[config.mk]
export PLATFORM = sky130hd
export DESIGN_NAME = uart_rx_ctrl
export DESIGN_NICKNAME = d
export VERILOG_FILES = /design/src/rtl/uart_rx_ctrl.sv
export SDC_FILE = /design/constraint.sdc
export NUM_CORES = 1
export LEC_CHECK = 0
export ABC_AREA = 0
export ABC_CLOCK_PERIOD_IN_PS = 11300
export CAP_MARGIN = 20
export CELL_PAD_IN_SITES_DETAIL_PLACEMENT = 1
export CELL_PAD_IN_SITES_GLOBAL_PLACEMENT = 2
export CORE_MARGIN = 2
export CORE_UTILIZATION = 41
export CTS_CLUSTER_DIAMETER = 80
export CTS_CLUSTER_SIZE = 30
export DETAILED_ROUTE_END_ITERATION = 8
export GPL_ROUTABILITY_DRIVEN = 0
export PLACE_DENSITY = 0.86
export REMOVE_ABC_BUFFERS = 1
export SKIP_CTS_REPAIR_TIMING = 1
export SLEW_MARGIN = 20
export SYNTH_ARGS = -nofsm -noshare
export SYNTH_HDL_FRONTEND = slang
export SYNTH_SLANG_ARGS = --single-unit
[constraint.sdc]
create_clock -name Clk -period 11.3 [get_ports Clk]
set_input_delay 2.26 -clock Clk [delete_from_list [all_inputs] [get_ports Clk]]
set_output_delay 2.26 -clock Clk [all_outputs]
set_load 0.005 [all_outputs]
[src/rtl/uart_rx_ctrl.sv]
// UART receive controller: prescaled bit timing, 3-sample majority vote,
// LSB-first deserialiser and parity/stop/start frame checking.
module uart_rx_ctrl #(
   parameter int DATA_WIDTH = 8,
   parameter int PRESCALE_W = 6
) (
   input  logic                  Clk,
   input  logic                  Rst,
   input  logic                  Rx_in,
   input  logic [PRESCALE_W-1:0] Prescale,
   input  logic                  Parity_En,
   input  logic                  Parity_Type,
   input  logic                  Stop_Bits,
   output logic [DATA_WIDTH-1:0] P_DATA,
   output logic                  Data_Valid,
   output logic                  Parity_err,
   output logic                  Stop_err,
   output logic                  Start_err,
   output logic                  Busy
);

   typedef enum logic [2:0] {
      S_IDLE   = 3'd0,
      S_START  = 3'd1,
      S_DATA   = 3'd2,
      S_PARITY = 3'd3,
      S_STOP   = 3'd4,
      S_DONE   = 3'd5
   } state_t;

   localparam logic [PRESCALE_W-1:0] PRESCALE_MIN = PRESCALE_W'(4);
   localparam logic [3:0]            LAST_BIT     = 4'(DATA_WIDTH - 1);

   state_t                  state, state_d;
   logic [PRESCALE_W-1:0]   edge_cnt, edge_d;
   logic [3:0]              bit_cnt, bit_d;
   logic [PRESCALE_W-1:0]   pres_q;
   logic                    par_en_q, par_type_q, stop2_q;
   logic [2:0]              samp;
   logic [DATA_WIDTH-1:0]   shift_q;
   logic                    pend_par, pend_stop;

   logic [PRESCALE_W-1:0]   mid, last_edge, stop_end;
   logic                    active, edge_wrap, maj;
   logic                    start_frame, start_rej, shift_en, par_chk, stop_chk, frame_end;

   function automatic logic maj3(input logic a, input logic b, input logic c);
      return (a & b) | (a & c) | (b & c);
   endfunction

   assign mid       = pres_q >> 1;
   assign last_edge = pres_q - PRESCALE_W'(1);
   // At the minimum prescale mid+2 falls past the bit, so the last stop bit ends at its final edge.
   assign stop_end  = ((mid + PRESCALE_W'(2)) > last_edge) ? last_edge : (mid + PRESCALE_W'(2));
   assign active    = state inside {S_START, S_DATA, S_PARITY, S_STOP};
   assign edge_wrap = active && (edge_cnt == last_edge);

   // The third sample is still in flight at edge mid+1, so use the live line value there.
   assign maj = (edge_cnt == (mid + PRESCALE_W'(1))) ? maj3(samp[0], samp[1], Rx_in)
                                                     : maj3(samp[0], samp[1], samp[2]);

   always_ff @(posedge Clk or negedge Rst) begin
      if (!Rst) state <= S_IDLE;
      else      state <= state_d;
   end

   always_comb begin
      // NOTE: every signal gets a default first so no latch is inferred.
      state_d     = state;
      start_frame = 1'b0;
      start_rej   = 1'b0;
      shift_en    = 1'b0;
      par_chk     = 1'b0;
      stop_chk    = 1'b0;
      frame_end   = 1'b0;

      case (state)
         S_IDLE: begin
            if (!Rx_in) begin
               state_d     = S_START;
               start_frame = 1'b1;
            end
         end
         S_START: begin
            if (edge_wrap) begin
               if (maj) begin
                  state_d   = S_IDLE;
                  start_rej = 1'b1;
               end else begin
                  state_d = S_DATA;
               end
            end
         end
         S_DATA: begin
            if (edge_wrap) begin
               shift_en = 1'b1;
               if (bit_cnt == LAST_BIT) state_d = par_en_q ? S_PARITY : S_STOP;
            end
         end
         S_PARITY: begin
            if (edge_wrap) begin
               par_chk = 1'b1;
               state_d = S_STOP;
            end
         end
         S_STOP: begin
            if (stop2_q && (bit_cnt == 4'd0)) begin
               if (edge_wrap) stop_chk = 1'b1;
            end else if (edge_cnt == stop_end) begin
               stop_chk  = 1'b1;
               frame_end = 1'b1;
               state_d   = S_DONE;
            end
         end
         S_DONE: begin
            if (!Rx_in) begin
               state_d     = S_START;
               start_frame = 1'b1;
            end else begin
               state_d = S_IDLE;
            end
         end
         default: state_d = S_IDLE;
      endcase

      if (!active || (state_d inside {S_IDLE, S_DONE}) || edge_wrap) edge_d = '0;
      else                                                           edge_d = edge_cnt + PRESCALE_W'(1);

      // The bit counter restarts on every state change, so it doubles as the stop-bit index.
      if (state_d != state) bit_d = '0;
      else if (edge_wrap)   bit_d = bit_cnt + 4'd1;
      else                  bit_d = bit_cnt;
   end

   always_ff @(posedge Clk or negedge Rst) begin
      if (!Rst) begin
         edge_cnt    <= '0;
         bit_cnt     <= '0;
         pres_q      <= PRESCALE_MIN;
         par_en_q    <= 1'b0;
         par_type_q  <= 1'b0;
         stop2_q     <= 1'b0;
         samp        <= '0;
         shift_q     <= '0;
         pend_par    <= 1'b0;
         pend_stop   <= 1'b0;
         P_DATA      <= '0;
         Data_Valid  <= 1'b0;
         Parity_err  <= 1'b0;
         Stop_err    <= 1'b0;
         Start_err   <= 1'b0;
         Busy        <= 1'b0;
      end else begin
         Data_Valid <= 1'b0;
         Parity_err <= 1'b0;
         Stop_err   <= 1'b0;
         Start_err  <= 1'b0;
         Busy       <= (state_d != S_IDLE);
         edge_cnt   <= edge_d;
         bit_cnt    <= bit_d;

         if (start_frame) begin
            pres_q     <= (Prescale < PRESCALE_MIN) ? PRESCALE_MIN : Prescale;
            par_en_q   <= Parity_En;
            par_type_q <= Parity_Type;
            stop2_q    <= Stop_Bits;
            pend_par   <= 1'b0;
            pend_stop  <= 1'b0;
         end

         if (active) begin
            if (edge_cnt == (mid - PRESCALE_W'(1))) samp[0] <= Rx_in;
            if (edge_cnt == mid)                    samp[1] <= Rx_in;
            if (edge_cnt == (mid + PRESCALE_W'(1))) samp[2] <= Rx_in;
         end

         if (shift_en) shift_q <= {maj, shift_q[DATA_WIDTH-1:1]};

         if (par_chk && (maj != ((^shift_q) ^ par_type_q))) pend_par <= 1'b1;
         if (stop_chk && !maj)                              pend_stop <= 1'b1;

         if (start_rej) Start_err <= 1'b1;

         // Strobes are registered on the way into DONE so they are visible during the DONE cycle.
         if (frame_end) begin
            if (pend_par || pend_stop || !maj) begin
               Parity_err <= pend_par;
               Stop_err   <= pend_stop | !maj;
            end else begin
               Data_Valid <= 1'b1;
               P_DATA     <= shift_q;
            end
         end
      end
   end

endmodule

==> flow_summary.yaml, run 1 <==
pwr:
  seq_power_share_pct: 54.8
  ir_drop_mv: 0.06606
  internal-power_w: 0.0002496
  p_per_area_nw_per_um2: 90.32
  finalPower_w: 0.0003152
  p_comb_share_pct: 3.4
  netSwitchingFraction_pct: 20.82
  netSwitchingPower_w: 0.00006561
  clock_power_share_pct: 41.8
  p_leak_nw: 1.588
sta:
  skew_ps: 12.57
  worst-slew-pin-transition_ps: 820.7
  whs_ps: 508.9
  min_period_ps: 4455
  rsz0062_at_grt: "false"
  slew_headroom_pct: 45.08
  slew_viol_final: 0
  fin_setup_tns_ps: 0
  fmax_mhz: 224.5
  finalCritPeriodShare_pct: 39.42
  hold_viol: 0
  setup_viol: 0
route:
  vias: 2251
  drtAntennaViolNets: 0
  drc: 0
  detail_route.wl_per_cell_um: 16.66
  drt_iter0_markers: 101
  dr.pass1.iters: 4
  totalWireLength_um: 6915
  viasPerCell: 5.424
final_layout:
  final_cell_count_no_fill: 415
  drive_above_1_share_pct: 14.56
  fillers: 836
  n_antenna_cell: 0
  syn2layout_area_growth_pct: 12.37
  final_core_util_pct: 47.86
  nNetsFinal: 342
synthesis:
  async_reset_ff_share_pct: 100.0
  dominantRegCellSynth: "dfrtp_1"
  yosysUniqueCellTypes: 65
  synth_area_um2: 3105
  ys_seq_elements: 48
  avgSynthCellArea_um2: 10.35
  synth_warnings: 0
  yosysSeqAreaShare_pct: 38.72
  synth_edf_count: 0
  postSynthCellCount: 300
cts:
  clock_latency_ps: 300
  clk_pin_slew_worst_paths_ps: 90
  numCtsBuffers: 5
  cts_tree: "yes"
  clockRootBuffer: "clkbuf_8"
  htreeDepth: 2
  cts.sinks: 48
  clockBufferDepth: 2
worst_setup_path:
  reg2regPathDepth: 14
  worst_setup_path_start_kind: "flop"
  arrival_ps: 4640
  r2r_setup_slack_ps: 6850
  critical_path.endpoint_type: "flop"
  crit_fanout: 8
  required_ps: 11480
  reg2reg_from: "pres_q[1]"
  critPathKind: "reg -> reg"
  r2r_end: "P_DATA[0]"
floorplan:
  die_w_um: 91.03
  die-area_um2: 8286
  io-pin-count: 25
  initial_core_util_pct: 42.59
  core-area_um2: 7292
  die_h_um: 91.03
  rows: 31
global_route:
  grtUsageTotal_pct: 17.33
  grt_pass1_wl_um: 11700
  overflow: 0
  antenna_found_initial: 0
  grt_pass1_vias: 2307
  grt_max_degree: 49
run_status:
  status: "finished clean"
worst_hold_path:
  holdPathStages: 1
  hp-class: "reg -> reg"
  min_to: "P_DATA[0]"
  hold_start: "P_DATA[0]"
placement:
  numPortBuffers: 24
  hpwlAfterDp_um: 5268
  dp_cells: 407
run:
  drv_cap: 0
==> sequential cells by signal, indices dropped and copies added, names as in the netlist, 3 cells and up <==
name	cells
pres_q	6
shift_q	8
state	3
samp	3
edge_cnt	6
P_DATA	8
bit_cnt	4
==> worst max-delay path: stages, from the launching register on <==
cell	delay (ps)
dfrtp_1	490
inv_1	170
ha_1	270
a21boi_1	350
nand2_1	160
xor2_1	230
ha_1	300
and4_1	220
and2_1	200
a31oi_2	250
mux2i_1	270
xnor2_1	150
nand4_1	230
nor4b_4	650
mux2_2	400
==> through the flow <==
stage	instance area, um^2	setup WS (ps)
after CTS	3487	6853
after global routing	3490	6554
final	3490	6845
after global placement	3366	7014
after detailed placement	3366	6870
after floorplan	3007	7474
==> how the worst max path moves through the flow <==
stage	end	startpoint	slack, ps	depth (start not counted)
CTS	P_DATA[0]	pres_q[1]	6850	14
detailed placement	P_DATA[2]	pres_q[1]	6870	14
floorplan	P_DATA[0]	pres_q[2]	7470	14
finish	P_DATA[0]	pres_q[1]	6850	14
global route	P_DATA[4]	pres_q[1]	6550	14
global placement	bit_cnt[1]	Rx_in	7010	7
==> cell type report <==
| type | instances | area, um^2 | area share (%) |
|---|---|---|---|
| multi-input combinational | 221 | 1748 | 50.09 |
| tap | 99 | 123.9 | 3.550 |
| inverter | 15 | 56.30 | 1.613 |
| clock inverter | 2 | 38.79 | 1.112 |
| clock buffer | 6 | 82.58 | 2.366 |
| sequential | 48 | 1202 | 34.46 |
| timing repair buffer | 24 | 237.7 | 6.812 |
==> kinds of logic (layout without fill, tap and decap cells) <==
logic type	Yosys count	after routing	share of synthesized area [%]
AO/OA/AOI/OAI	42	42	10.15
XOR/XNOR	39	39	12.73
adder cells (fa/ha/maj)	15	15	6.044
buffers and inverters	31	47	4.995
flip-flops	48	48	38.72
multiplexers	27	27	9.670
AND/OR/NAND/NOR	98	98	17.69
==> routing by layer <==
metal  wire length (um)  GRT usage (%)
met1               3466          24.46
met2               3245          28.40
met5                  0              0
met3                175          3.071
met4                 27          2.778
==> power groups by stage <==
stage / logic (W) / registers (W) / clock network (W)
final: 0.0000107 / 0.000173 / 0.000132
after global placement: 0.0000108 / 0.000176 / 0
after floorplan: 0.00000298 / 0.000176 / 0
after CTS: 0.0000110 / 0.000173 / 0.000134
after global routing: 0.0000120 / 0.000173 / 0.000141
after detailed placement: 0.0000110 / 0.000176 / 0
==> cell usage in the layout, fill, tap and decap left out, types with 2 or more instances in the layout <==
| cell type | netlist | final |
|---|---|---|
| ha_1 | 15 | 15 |
| nor2b_1 | 5 | 5 |
| a311oi_1 | 2 | 2 |
| nand3_1 | 9 | 9 |
| nor2_1 | 23 | 23 |
| nor3_1 | 3 | 3 |
| or4_1 | 2 | 2 |
| clkdlybuf4s50_1 | 0 | 23 |
| nand2_1 | 21 | 21 |
| mux2_2 | 24 | 24 |
| dfrtp_1 | 47 | 47 |
| inv_1 | 15 | 15 |
| and2_1 | 3 | 3 |
| o31ai_1 | 2 | 2 |
| mux2i_1 | 3 | 3 |
| clkbuf_8 | 1 | 6 |
| and4_1 | 2 | 2 |
| o311ai_0 | 2 | 2 |
| xnor2_1 | 20 | 20 |
| nor4bb_1 | 2 | 2 |
| or3_1 | 2 | 2 |
| xor2_1 | 15 | 15 |
| o21ai_0 | 10 | 10 |
| a21o_1 | 2 | 2 |
| nand2b_1 | 3 | 3 |
| a21oi_1 | 6 | 6 |
| a211oi_1 | 2 | 2 |
| nand4_1 | 7 | 7 |
| nand4b_1 | 4 | 4 |
==> synthesized netlist by cell type (3+ instances only) <==
library cell / n / area share (%)
ha_1: 15 / 6.0
nand3_1: 9 / 1.5
buf_2: 5 / 0.81
mux2i_1: 3 / 0.97
nand2b_1: 3 / 0.60
nand2_1: 21 / 2.5
and2_1: 3 / 0.60
xnor2_1: 20 / 5.6
nand4_1: 7 / 1.4
xor2_1: 15 / 4.2
nor3_1: 3 / 0.48
dfrtp_1: 47 / 38
clkbuf_1: 6 / 0.73
nand4b_1: 4 / 1.1
nor2_1: 23 / 2.8
nor2b_1: 5 / 1.0
inv_1: 15 / 1.8
mux2_2: 24 / 8.7
o21ai_0: 10 / 1.6
a21oi_1: 6 / 0.97
(Power assumes the default switching activity.)
==> inputs of run 2 (changes only) <==
--- a/config.mk
+++ b/config.mk
@@ -6,17 +6,17 @@
 export NUM_CORES = 1
 export LEC_CHECK = 0
 export ABC_AREA = 0
-export ABC_CLOCK_PERIOD_IN_PS = 11300
+export ABC_CLOCK_PERIOD_IN_PS = 4490
 export CAP_MARGIN = 20
 export CELL_PAD_IN_SITES_DETAIL_PLACEMENT = 1
 export CELL_PAD_IN_SITES_GLOBAL_PLACEMENT = 2
 export CORE_MARGIN = 2
-export CORE_UTILIZATION = 41
+export CORE_UTILIZATION = 38
 export CTS_CLUSTER_DIAMETER = 80
 export CTS_CLUSTER_SIZE = 30
 export DETAILED_ROUTE_END_ITERATION = 8
 export GPL_ROUTABILITY_DRIVEN = 0
-export PLACE_DENSITY = 0.86
+export PLACE_DENSITY = 0.8
 export REMOVE_ABC_BUFFERS = 1
 export SKIP_CTS_REPAIR_TIMING = 1
 export SLEW_MARGIN = 20
==> constraint.sdc (replaced) <==
create_clock -name Clk -period 4.49 [get_ports Clk]
set_input_delay 0.898 -clock Clk [delete_from_list [all_inputs] [get_ports Clk]]
set_output_delay 0.898 -clock Clk [all_outputs]
set_load 0.005 [all_outputs]
==> flow_summary.yaml, run 2 (same netlist as run 1, synthesis figures left out) <==
cts:
  clk_pin_slew_worst_paths_ps: 90
  htreeDepth: 2
  clock_latency_ps: 300
  clockBufferDepth: 2
  cts_tree: "yes"
  clockRootBuffer: "clkbuf_8"
  numCtsBuffers: 5
  cts.sinks: 48
pwr:
  p_per_area_nw_per_um2: 234.0
  seq_power_share_pct: 52.5
  netSwitchingFraction_pct: 19.69
  ir_drop_mv: 0.1564
  finalPower_w: 0.0008285
  p_leak_nw: 1.617
  p_comb_share_pct: 3.4
  netSwitchingPower_w: 0.0001631
  internal-power_w: 0.0006653
  clock_power_share_pct: 44.1
sta:
  min_period_ps: 4144
  whs_ps: 488.6
  finalCritPeriodShare_pct: 92.29
  skew_ps: 7.252
  worst-slew-pin-transition_ps: 718.5
  setup_viol: 0
  fmax_mhz: 241.3
  hold_viol: 0
  slew_headroom_pct: 51.44
  fin_setup_tns_ps: 0
  rsz0062_at_grt: "false"
  slew_viol_final: 0
worst_setup_path:
  arrival_ps: 4340
  critPathKind: "reg -> reg"
  crit_start: "pres_q[2]"
  crit_fanout: 8
  worst_setup_path_start_kind: "flop"
  required_ps: 4680
  critical_path.endpoint_type: "flop"
  reg2reg_from: "pres_q[2]"
  r2r_setup_slack_ps: 350
global_route:
  grt_pass1_wl_um: 12150
  grtUsageTotal_pct: 17.85
  overflow: 0
  grt_max_degree: 28
  grt_pass1_vias: 2342
  antenna_found_initial: 0
floorplan:
  core-area_um2: 7807
  die-area_um2: 8911
  io-pin-count: 25
  die_h_um: 94.40
  rows: 32
  initial_core_util_pct: 39.78
  die_w_um: 94.40
route:
  dr.pass1.iters: 4
  drtAntennaViolNets: 0
  viasPerCell: 5.310
  drt_iter0_markers: 124
  vias: 2241
  totalWireLength_um: 7110
  drc: 0
  detail_route.wl_per_cell_um: 16.85
final_layout:
  drive_above_1_share_pct: 15.94
  final_common_cell: "dfrtp_1"
  syn2layout_area_growth_pct: 13.98
  fillers: 871
  reg_top3: "P_DATA: 8 flops, shift_q: 8 flops"
  stdcell_area_um2: 3540
  layout_common_cells: "dfrtp_1 (47), mux2_2 (24), nor2_1 (23), clkdlybuf4s50_1 (23), nand2_1 (21)"
  nNetsFinal: 347
  n_antenna_cell: 0
placement:
  hpwlAfterDp_um: 5490
  dpl_cell_area_um2: 3407
  numPortBuffers: 24
worst_hold_path:
  hp-class: "reg -> reg"
  hold_start: "pend_par"
run_status:
  status: "finished clean"
run:
  drv_cap: 0
==> run 2: cell count changes in the layout (fill, tap and decap cells not counted), sizes merged <==
cell    delta
clkinv     -1
clkbuf     -1
buf        +5
bufinv     +1
==> run 2: layout make-up <==
cell class                 count  area [um^2]  area share, %
clock inverter                 2        60.06          1.697
clock buffer                   5        68.82          1.944
tap                          102        127.6          3.606
inverter                      15        56.30          1.591
sequential                    48         1202          33.97
timing repair buffer          29        272.8          7.706
multi-input combinational    221         1752          49.49
==> run 2: path summary, 6_finish.rpt <==
check,endpoint,depth (start not counted)
min reg2reg,Data_Valid,1
max reg2reg,P_DATA[1],15
min in group asynchronous,shift_q[0],1
max in group asynchronous,edge_cnt[5],2
max,P_DATA[1],15
min,Data_Valid,1
==> run 2: power groups by stage <==
stage / Combinational, W / Sequential (W) / Clock [W]
3_3_place_gp: 0.0000291 / 0.000443 / 0
3_5_place_dp: 0.0000295 / 0.000443 / 0
5_1_grt: 0.0000316 / 0.000435 / 0.000391
4_1_cts: 0.0000295 / 0.000435 / 0.000375
2_1_floorplan: 0.00000749 / 0.000443 / 0
6_report: 0.0000282 / 0.000435 / 0.000365
==> run 2: routing by layer <==
metal  GRT usage, %  routed length [um]
met5              0                   0
met3          2.793                 265
met1          25.66                3435
met4          4.589                  85
met2          28.21                3324
==> run 2: worst max-delay path: stages (launching register included) <==
cell and delay [ps]:
dfstp_2 630, inv_1 120, ha_1 260, a21boi_2 200, nand2_1 120, xor2_1 250
ha_1 310, and4_1 210, and2_1 200, a31oi_2 260, mux2i_1 250, xnor2_1 170
nand4_1 220, nor4b_4 290, buf_4 210, mux2_2 350
==> run 2: through the flow <==
step	instances	setup slack, ps	utilization, %
3_5_place_dp	415	308.7	43.64
4_1_cts	422	292.6	45.29
2_1_floorplan	284	663.6	-
3_3_place_gp	415	484.5	43.64
5_1_grt	422	11.09	45.34
6_report	422	346.0	45.34
==> inputs of run 3 (changes only) <==
--- a/config.mk
+++ b/config.mk
@@ -11,12 +11,12 @@
 export CELL_PAD_IN_SITES_DETAIL_PLACEMENT = 1
 export CELL_PAD_IN_SITES_GLOBAL_PLACEMENT = 2
 export CORE_MARGIN = 2
-export CORE_UTILIZATION = 38
+export CORE_UTILIZATION = 25
 export CTS_CLUSTER_DIAMETER = 80
 export CTS_CLUSTER_SIZE = 30
 export DETAILED_ROUTE_END_ITERATION = 8
 export GPL_ROUTABILITY_DRIVEN = 0
-export PLACE_DENSITY = 0.8
+export PLACE_DENSITY = 0.57
 export REMOVE_ABC_BUFFERS = 1
 export SKIP_CTS_REPAIR_TIMING = 1
 export SLEW_MARGIN = 20
==> flow_summary.yaml, run 3 (same netlist as run 1, synthesis figures left out) <==
worst_setup_path:
  r2r_end: "P_DATA[5]"
  critPathKind: "reg -> reg"
  worst_setup_path_start_kind: "flop"
  reg2regPathDepth: 15
  crit_fanout: 8
  reg2reg_from: "pres_q[2]"
  required_ps: 4660
  arrival_ps: 4310
  critical_path.endpoint_type: "flop"
  r2r_setup_slack_ps: 350
floorplan:
  core-area_um2: 12060
  die-area_um2: 13330
  initial_core_util_pct: 25.75
  die_h_um: 115.5
  rows: 40
  die_w_um: 115.5
  io-pin-count: 25
worst_hold_path:
  holdPathStages: 1
  hp-class: "reg -> reg"
  hold_start: "pend_par"
  min_to: "Data_Valid"
sta:
  min_period_ps: 4139
  fmax_mhz: 241.6
  whs_ps: 491.5
  rsz0062_at_grt: "false"
  finalCritPeriodShare_pct: 92.18
  slew_viol_final: 0
  setup_viol: 0
  slew_headroom_pct: 44.29
  fin_setup_tns_ps: 0
  skew_ps: 6.416
  hold_viol: 0
  setup_ws_ps: 351.0
  worst-slew-pin-transition_ps: 824.4
route:
  drtAntennaViolNets: 0
  detail_route.wl_per_cell_um: 15.44
  drt_iter0_markers: 72
  dr.pass1.iters: 4
  totalWireLength_um: 7568
  drc: 0
  vias: 2221
  viasPerCell: 4.533
placement:
  place_ws_ps: 343.5
  dpl_cell_area_um2: 3497
  hpwlAfterDp_um: 5889
  numPortBuffers: 24
final_layout:
  reg_top3: "P_DATA: 8 flops, shift_q: 8 flops"
  final_common_cell: "dfrtp_1"
  layout_common_cells: "dfrtp_1 (47), mux2_2 (24), nor2_1 (23), clkdlybuf4s50_1 (23), nand2_1 (21)"
  nNetsFinal: 348
  drive_above_1_share_pct: 16.15
  syn2layout_area_growth_pct: 17.61
  n_antenna_cell: 0
  stdcell_area_um2: 3652
pwr:
  finalPower_w: 0.0008447
  p_leak_nw: 1.632
  p_per_area_nw_per_um2: 231.3
  ir_drop_mv: 0.1112
cts:
  cts.sinks: 48
  clock_latency_ps: 290
  cts_tree: "yes"
  htreeDepth: 2
  clockRootBuffer: "clkbuf_16"
  clockBufferDepth: 2
  clk_pin_slew_worst_paths_ps: 70
  numCtsBuffers: 5
global_route:
  met3_usage_pct: 2.197
  grt_pass1_wl_um: 12610
  met2_usage_pct: 19.26
  antenna_found_initial: 0
  top_usage_layer: "met2"
  met1_usage_pct: 17.96
  grt_max_degree: 29
  grt_pass1_vias: 2350
  grtUsageTotal_pct: 12.30
  overflow: 0
run_status:
  status: "finished clean"
run:
  drv_cap: 0
[run 3: changes by cell type in the layout (fill, tap and decap cells not counted), sizes merged]
| cell | delta |
|---|---|
| clkbuf | +2 |
| buf | +1 |
| clkinv | +1 |
| bufinv | -2 |
[run 3: where the power goes]
| group | internal [W] | leakage, nW | switching (W) |
|---|---|---|---|
| logic | 0.0000127 | 0.954 | 0.0000147 |
| clock network | 0.000223 | 0.0741 | 0.000159 |
| registers | 0.000434 | 0.604 | 0.00000163 |
[run 3: metal layers]
layer / vias up / share of wire (%) / wire length [um]
li1: 1095 / - / -
met1: 1096 / 51 / 3897
met2: 25 / 45 / 3438
met3: 5 / 2.2 / 169
met4: 0 / 0.82 / 62
met5: - / 0 / 0
[run 3: through the flow]
step	std cells	util, %
finish	490	30.28
global route	490	30.28
CTS	490	30.25
detailed placement	482	28.99
global placement	482	28.99
floorplan	284	-
[run 3: worst max path at each step]
stage,from,endpoint,slack [ps]
4_1_cts,pres_q[2],P_DATA[2],320
3_5_place_dp,pres_q[2],P_DATA[5],340
2_1_floorplan,pres_q[2],P_DATA[0],660
6_report,pres_q[2],P_DATA[5],350
3_3_place_gp,pres_q[2],P_DATA[5],440
5_1_grt,pres_q[2],P_DATA[1],30
[run 3: critical path: stages (launching register included)]
cell and delay (ps):
dfstp_2 620, inv_1 120, ha_1 250, a21boi_2 190, nand2_1 120, xor2_1 270
ha_1 320, and4_1 210, and2_1 200, a31oi_2 270, mux2i_1 250, xnor2_1 160
nand4_1 210, nor4b_4 300, buf_4 210, mux2_2 340
[run 3: cell type report]
class | instances | area (um^2)
Tap cell | 168 | 210.2
Timing Repair Buffer | 30 | 280.3
Inverter | 15 | 56.30
Multi-Input combinational cell | 221 | 1752
Clock buffer | 7 | 142.6
Clock inverter | 1 | 8.758
Fill cell | 1365 | 8409
Sequential cell | 48 | 1202
